### config.mk
export PLATFORM = sky130hd
export DESIGN_NAME = branch_target_lut
export DESIGN_NICKNAME = d
export VERILOG_FILES = /design/src/rtl/branch_lut_pkg.sv /design/src/rtl/branch_lut_init_seq.sv /design/src/rtl/branch_target_lut.sv
export SDC_FILE = /design/constraint.sdc
export NUM_CORES = 1
export LEC_CHECK = 0
export CORE_ASPECT_RATIO = 0.9
export CORE_MARGIN = 2
export CORE_UTILIZATION = 52
export DETAILED_ROUTE_END_ITERATION = 7
export GPL_TIMING_DRIVEN = 0
export HOLD_SLACK_MARGIN = 0.05
export PLACE_DENSITY_LB_ADDON = 0.12
export REMOVE_ABC_BUFFERS = 1
export SYNTH_ARGS = -nofsm -noshare
export SYNTH_HDL_FRONTEND = slang
export SYNTH_SLANG_ARGS = --single-unit
### constraint.sdc
create_clock -name clk -period 2.9 [get_ports clk]
set_input_delay 0.29 -clock clk [delete_from_list [all_inputs] [get_ports clk]]
set_output_delay 0.29 -clock clk [all_outputs]
set_load 0.005 [all_outputs]
### src/rtl/branch_lut_pkg.sv
// Shared types and power-on default contents for the branch target lookup table.
package branch_lut_pkg;

   typedef enum logic {
      INIT  = 1'b0,
      READY = 1'b1
   } lut_state_e;

   typedef enum logic {
      MODE_OFS = 1'b0,
      MODE_ABS = 1'b1
   } lut_mode_e;

   // Entries not listed hold a unit forward offset.
   function automatic int lut_default(input int idx);
      case (idx)
         0:       return -370;
         1:       return -447;
         7:       return -343;
         default: return 1;
      endcase
   endfunction

endpackage

### src/rtl/branch_lut_init_seq.sv
// Post-reset sequencer: walks every table entry once to load defaults, then parks in READY.
//
// state | meaning
// INIT  | loading default entry cnt this cycle; busy, user traffic blocked
// READY | normal operation until the next reset
module branch_lut_init_seq
   import branch_lut_pkg::*;
#(
   parameter int IDX_W = 4
) (
   input  logic             clk,
   input  logic             rst_n,
   output logic             init_we,
   output logic [IDX_W-1:0] init_idx,
   output logic             busy
);

   lut_state_e       state_q;
   lut_state_e       state_d;
   logic [IDX_W-1:0] cnt_q;

   always_ff @(posedge clk or negedge rst_n) begin
      if (!rst_n) begin
         state_q <= INIT;
         cnt_q   <= '0;
      end else begin
         state_q <= state_d;
         if (state_q == INIT) begin
            cnt_q <= cnt_q + 1'b1;
         end
      end
   end

   always_comb begin
      state_d = state_q;
      if ((state_q == INIT) && (cnt_q == '1)) begin
         state_d = READY;
      end
   end

   always_comb begin
      init_we  = (state_q == INIT);
      busy     = (state_q == INIT);
      init_idx = cnt_q;
   end

endmodule

### src/rtl/branch_target_lut.sv
// Programmable branch offset table with registered read, write forwarding and PC-relative mode.
// Optional read/forward performance counters are built when BRANCH_LUT_PERF_CNT_EN is defined.
module branch_target_lut
   import branch_lut_pkg::*;
#(
   parameter int IDX_W = 4,
   parameter int OUT_W = 11,
   parameter int PC_W  = 11
) (
   input  logic             clk,
   input  logic             rst_n,
   input  logic [IDX_W-1:0] index,
   input  logic             rd_en,
   input  logic             mode,
   input  logic [PC_W-1:0]  pc,
   input  logic             wr_en,
   input  logic [IDX_W-1:0] wr_idx,
   input  logic [OUT_W-1:0] wr_data,
   output logic             busy,
   output logic [OUT_W-1:0] out,
   output logic             rd_valid,
   output logic             wr_err,
   output logic [15:0]      perf_reads,
   output logic [15:0]      perf_fwd
);

   localparam int DEPTH = 2 ** IDX_W;

   logic [OUT_W-1:0] mem [DEPTH];

   logic             init_we;
   logic [IDX_W-1:0] init_idx;
   logic             rd_fire;
   logic             wr_fire;
   logic             fwd;
   logic [OUT_W-1:0] rd_entry;
   logic [PC_W-1:0]  ofs_ext;
   logic [PC_W-1:0]  abs_sum;
   logic [OUT_W-1:0] rd_result;

   branch_lut_init_seq #(
      .IDX_W (IDX_W)
   ) u_init_seq (
      .clk      (clk),
      .rst_n    (rst_n),
      .init_we  (init_we),
      .init_idx (init_idx),
      .busy     (busy)
   );

   assign rd_fire = rd_en & ~busy;
   assign wr_fire = wr_en & ~busy;
   assign fwd     = wr_fire & (wr_idx == index);

   always_comb begin
      rd_entry  = fwd ? wr_data : mem[index];
      ofs_ext   = PC_W'($signed(rd_entry));
      abs_sum   = pc + ofs_ext;
      rd_result = (mode == MODE_ABS) ? OUT_W'(abs_sum) : rd_entry;
   end

   // Table storage has no reset; contents are only meaningful once init has swept it.
   always_ff @(posedge clk) begin
      if (init_we) begin
         mem[init_idx] <= OUT_W'(lut_default(int'(init_idx)));
      end else if (wr_fire) begin
         mem[wr_idx] <= wr_data;
      end
   end

   always_ff @(posedge clk or negedge rst_n) begin
      if (!rst_n) begin
         out      <= '0;
         rd_valid <= 1'b0;
         wr_err   <= 1'b0;
      end else begin
         rd_valid <= rd_fire;
         wr_err   <= wr_en & busy;
         if (rd_fire) begin
            out <= rd_result;
         end
      end
   end

`ifdef BRANCH_LUT_PERF_CNT_EN
   logic [15:0] perf_reads_q;
   logic [15:0] perf_fwd_q;

   always_ff @(posedge clk or negedge rst_n) begin
      if (!rst_n) begin
         perf_reads_q <= '0;
         perf_fwd_q   <= '0;
      end else begin
         if (rd_fire && (perf_reads_q != 16'hFFFF)) begin
            perf_reads_q <= perf_reads_q + 16'd1;
         end
         if (rd_fire && fwd && (perf_fwd_q != 16'hFFFF)) begin
            perf_fwd_q <= perf_fwd_q + 16'd1;
         end
      end
   end

   assign perf_reads = perf_reads_q;
   assign perf_fwd   = perf_fwd_q;
`else
   assign perf_reads = '0;
   assign perf_fwd   = '0;
`endif

endmodule

Yosys cells after proc, flatten, opt, wreduce, memory -nomap -nowiden
Memories as Yosys holds them, arrays and structs flattened.
Index checks and enable logic that the tools add are counted.
- flip-flop bits (word level): 18
- latch bits: 0
- memory bits (writable): 176
- bits in read-only memories: 0
- input port bits: 35
- output and inout bits: 46
- logic and storage cells: 31
- memories kept: 1
- add/sub/neg operators: 2
- multipliers: 0
- div/mod/pow operators: 0
- order comparisons: 0
- equal/unequal tests: 4
- shift-type cells: 0
- muxes and demuxes: 11
- bitwise operators: 5
- reduce and logical (&&, ||, !) cells: 3
- memory list (memory ; words ; width ; read ports ; clocked after memory_dff ; write ports ; line ; text):
    mem ; 16 ; 11 ; 1 ; 0 ; 1 ; branch_target_lut.sv:29 ; logic [OUT_W-1:0] mem [DEPTH];
- operator list (cell ; number):
    $mux 11 ; 4
    $pmux 11 s3 ; 1
    $add 11x11->11 ; 1
    $reduce_or 11->1 ; 1
    $mux 1 ; 5
    $add 4x1->4 const B ; 1
    $and 1x1->1 ; 4
    $eq 4x1->1 const B ; 1
    $eq 4x3->1 const B ; 1
    $eq 4x4->1 ; 1
    $eq 4x4->1 const B ; 1
    $logic_not 4->1 ; 1
    $mux 4 ; 1
    $logic_and 1x1->1 ; 1
    $not 1->1 ; 1

Logic depth before layout (Yosys ltp)
- depth in word-level cells: 6
- depth in mapped cells: 16

By module
Synthesis repeated with hierarchy kept, for this count alone.
- cells, all modules: 497
- area total of the unflattened synthesis: 8622.0 sq um
- by module, submodules not included (module ; times used ; cells an instance ; area an instance (sq um)):
    branch_target_lut ; 1 ; 481 ; 8396.8
    branch_lut_init_seq ; 1 ; 16 ; 225.2

Worst setup path after synthesis
No wires, ideal clock.
- path type: input to register
- start point: in index[3]
- end point: reg out[8]
- arrival: 3.407 ns
- slack: -0.639 ns
- stages on the path: 14
- cell sequence: clkbuf_1 > clkbuf_1 > mux4_2 > mux4_2 > mux2_2 > ha_1 > inv_1 > fa_1 > nor2b_1 > o31a_1 > o21a_1 > a21o_1 > a221oi_2 > o21ai_1
- longest elaborated chain between the ends: 5
- elaborated cells on any way between the ends: 6
- classes of those cells: 1 x add/sub; 1 x eq/ne; 2 x mux; 1 x bitwise; 1 x memory
- ends and longest elaborated chain (element ; line ; text):
    start: declaration ; branch_target_lut.sv:12 ; input logic [IDX_W-1:0] index,
    parallel branches: the longest is 2 deep, another holds $mem_v2 16x11 ; -- ;
    $mux 11 * ; branch_target_lut.sv:56 ; rd_entry = fwd ? wr_data : mem[index];
    $add 11x11->11 ; branch_target_lut.sv:58 ; abs_sum = pc + ofs_ext;
    $mux 11 * ; branch_target_lut.sv:59 ; rd_result = (mode == MODE_ABS) ? OUT_W'(abs_sum) : rd_entry;
    end signal: assignment ; branch_target_lut.sv:80 ; out <= rd_result;
    end: declaration ; branch_target_lut.sv:20 ; output logic [OUT_W-1:0] out,
Every way passes the cells marked *.
A chain may end at the register's enable or synchronous reset.

Worst setup path in the final report
- start point: mem mem[9][6]
- end point: reg out[10]
- longest elaborated chain between the ends: 4
- ends and longest elaborated chain (element ; line):
    start: declaration ; branch_target_lut.sv:29
    $mem_v2 16x11 ; --
    $mux 11 ; branch_target_lut.sv:56
    $add 11x11->11 ; branch_target_lut.sv:58
    $mux 11 ; branch_target_lut.sv:59
No other way between the ends.

==> Flow_metrics.wiki <==
{| class="wikitable"
! Metric !! Value
|-
| Setup ws final || -410 ps
|-
| Sort of element at the end of the critical path || flip-flop
|-
| Later-pin clock latency in the skew report || 430 ps
|-
| Clock edge transition at the registers on the reported setup and hold paths || 70 ps
|-
| Worst setup skew after layout || 8.45 ps
|-
| Worst hold slack after final layout || 339 ps
|-
| Final Slew Violations || 0
|-
| CP startpoint || mem[9][6]
|-
| Post-route antenna net violation count || 0
|-
| Die outline height || 126 um
|-
| Library cell with the largest summed area after synthesis || edfxtp_1
|-
| Power Total || 6.05 mW
|-
| Routed wire per std cell || 25.0 um
|-
| Proportion of synthesized chip area in sequential cells || 66.6%
|-
| Critical R2R Capture || out[10]
|-
| Pre-antenna DRT Iters || 5
|-
| Iter 0 DRT Violations || 401
|-
| Worst flop-to-flop path startpoint || mem[9][6]
|-
| Global routing usage summed across all routing layers || 22.8%
|-
| Via count of the first global-routing pass || 4640
|-
| Floorplan die width || 140 um
|-
| # placed instances || 735
|-
| Critical Path AT || 3650 ps
|-
| Total routed wirelength || 19300 um
|-
| Clock buffer count from CTS || 17
|-
| # port buffers || 48
|-
| Number of DRC violations after detailed routing || 0
|-
| Dominant cells by area after synthesis || edfxtp_1 61%, mux4_2 14%, dfrtp_1 5.2%
|-
| Most repeated library cell on the critical path || mux4_2
|-
| Pin count of the biggest net entering global routing || 26
|-
| Die area || 17600 um^2
|-
| Number of endpoints with negative hold slack in the final report || 0
|-
| Max-cap violation count || 0
|-
| Data required time of the critical path || 3240 ps
|-
| Register area || 5740 um^2
|-
| Via/cell ratio || 6.11
|-
| Number of sinks driven by the clock tree || 194
|-
| Number of different library cells in the post-synthesis netlist || 49
|-
| Cell Rows || 44
|-
| Max Root-Sink Buffers || 2
|-
| Critical-path maximum fanout || 4
|-
| Startpoint kind of the worst setup timing path || flip-flop
|-
| Critical path class || reg -> reg
|-
| Crit-path max cell delay || 500 ps
|-
| Share of Yosys cell area claimed by the top area cell type || 61.3%
|-
| Worst slew margin || 6.04%
|-
| Worst setup path endpoint || out[10]
|-
| Leading cell type in the layout, fill and taps excluded || edfxtp_1
|-
| Placed inst area || 9190 um^2
|-
| Layout overhead on the synthesized area || 15.8%
|-
| Number of antenna cells inserted || 0
|-
| Core Box Area || 16200 um^2
|-
| First-pass GRT wire length || 28800 um
|-
| Synth Instances || 497
|-
| Most frequent cells in the layout || 176 x edfxtp_1, 53 x mux4_2, 43 x clkdlybuf4s50_1
|-
| Failing checks || negative setup slack
|-
| Count of non-filler cells in the finished layout || 772
|-
| Count of hold buffers inserted by post-cts repair || 0
|-
| Post-Syn Area per Cell || 17.3 um^2
|-
| Effective utilization at floorplan || 53.2%
|-
| Hold WC Path Type || in -> async
|-
| TritonCTS clock tree || yes
|-
| Peak VDD IR || 0.000488 V
|-
| Setup repair after global routing missed its margin || true
|-
| Worst-margin pin slew || 1400 ps
|-
| Tmin final || 3310 ps
|-
| Total vias in the final route || 4714
|-
| Count of fill cells added during filler insertion || 1184
|-
| Crit path cell chain || mux4_2 -> mux4_2 -> mux2_2 -> ha_1 -> or3_1 -> o21a_1 -> o211ai_1 -> a21oi_1 -> o31ai_1
|-
| Synthesized cell area || 8620 um^2
|-
| Footprint of the multi-input gates || 2790 um^2
|-
| CTS root buf || clkbuf_16
|-
| Reported leakage power || 3.44 nW
|-
| Slowest-stage cell, CP || mux4_2
|-
| Final layout net count || 601
|-
| Fin crit share || 114%
|-
| Final setup violation count || 6
|-
| Worst-case reg-to-reg path depth || 9
|-
| Layout cell share with drive strength beyond 1 || 25.0%
|-
| Post-route cell area || 9980 um^2
|-
| Number of flops mapped to enable cells by yosys || 176
|-
| Worst reg2reg setup slack || -410 ps
|-
| H-tree depth reported by CTS || 4
|-
| Utilization after layout || 61.6%
|-
| Num ports || 81
|-
| Register bit count reported by yosys || 194
|-
| HPWL reported at the end of detailed placement || 12300 um
|-
| Antenna violations before repair || 0
|-
| Yosys warning count || 0
|-
| Total overflow reported by the global router || 0
|-
| Gp weighted congestion || 0.838
|-
| Synth async-reset ratio || 9.28%
|-
| Pwr dens || 606 nW/um^2
|-
| Primary flip-flop cell chosen by synthesis mapping || edfxtp_1
|-
| Result of the run || finished with violations
|-
| Highest achievable clock rate || 302 MHz
|}
==> what timing repair did <==
| item | CTS | global route |
|---|---|---|
| resized for setup | 37 | 6 |
| setup endpoints to repair | 99 | 7 |
| buffers inserted | 3 | 1 |
| cloned | 2 | 0 |
| pin swaps | 12 | 13 |
==> critical path, delay by kind of cell, from the launching register on <==
| family | cells | cell delay [ps] |
|---|---|---|
| DFF | 1 | 370 |
| and+or+nand+nor | 1 | 460 |
| adders and majority gates | 1 | 250 |
| AOI/OAI and AO/OA | 4 | 830 |
| muxes | 3 | 1310 |
==> power by group <==
group	switching, mW	leakage (nW)	internal (mW)
Sequential	0.0192	1.85	3.11
Clock	1.03	0.280	1.20
Combinational	0.362	1.31	0.330
Total	1.41	3.44	4.64
==> worst min-delay path by stage <==
stage,slack [ps],end,depth (start not counted)
after floorplan,-6,out[0],0
after global placement,470,out[0],2
after detailed placement,480,out[10],2
after CTS,360,out[0],1
after global routing,410,out[0],1
final,340,out[0],1
==> layer usage <==
layer	global-route usage, %	part of all wire [%]	up-vias	wire length [um]
met3	5.17	7.2	17	1380
met2	34.1	47	191	9120
met5	0	0	-	0
li1	-	-	2017	-
met1	35.0	45	2489	8610
met4	4.41	0.99	0	191
==> Yosys cell counts, types with 6 or more instances <==
| cell | count |
|---|---|
| a31oi_1 | 7 |
| nor2_1 | 33 |
| mux4_2 | 53 |
| edfxtp_1 | 176 |
| a21o_1 | 9 |
| o211ai_1 | 6 |
| nand2_1 | 31 |
| dfrtp_1 | 18 |
| inv_1 | 10 |
| buf_4 | 32 |
| xnor2_1 | 6 |
| ha_1 | 13 |
| clkbuf_1 | 11 |
| mux2_2 | 10 |
| nor3_1 | 6 |
==> sequential cells by signal, summed over array words and instances (netlist names) <==
signal / flops
mem: 176
out: 11
rd_valid: 1
u_init_seq.init_idx: 4
u_init_seq.state_q: 1
wr_err: 1
==> cells by family (layout without fill, tap and decap cells) <==
logic type	Yosys count	after routing	share of synthesized area, %
fa+ha+maj	14	14	2.12
xor+xnor	10	10	1.02
buf+inv	61	97	4.49
compound gates	56	56	4.69
simple gates	92	93	4.72
mux	69	69	16.4
flops	194	194	66.6
other cells	1	32	0.0435
==> metrics by stage <==
stage | setup TNS (ps) | setup WS (ps)
floorplan | -2090 | -514
global placement | -141110 | -3800
detailed placement | -85860 | -2110
CTS | -1500 | -438
global route | -2290 | -529
finish | -1590 | -410
==> final cells by class <==
type                    count  share of cell area [%]
inverters                  10                   0.376
clock inverters            14                    1.29
flip-flops and latches    194                    57.5
clock buffers              18                    4.30
multi-input cells         274                    28.0
well taps                 207                    2.60
repair buffers             55                    5.94
No activity file was read; power rests on OpenSTA's default activity.
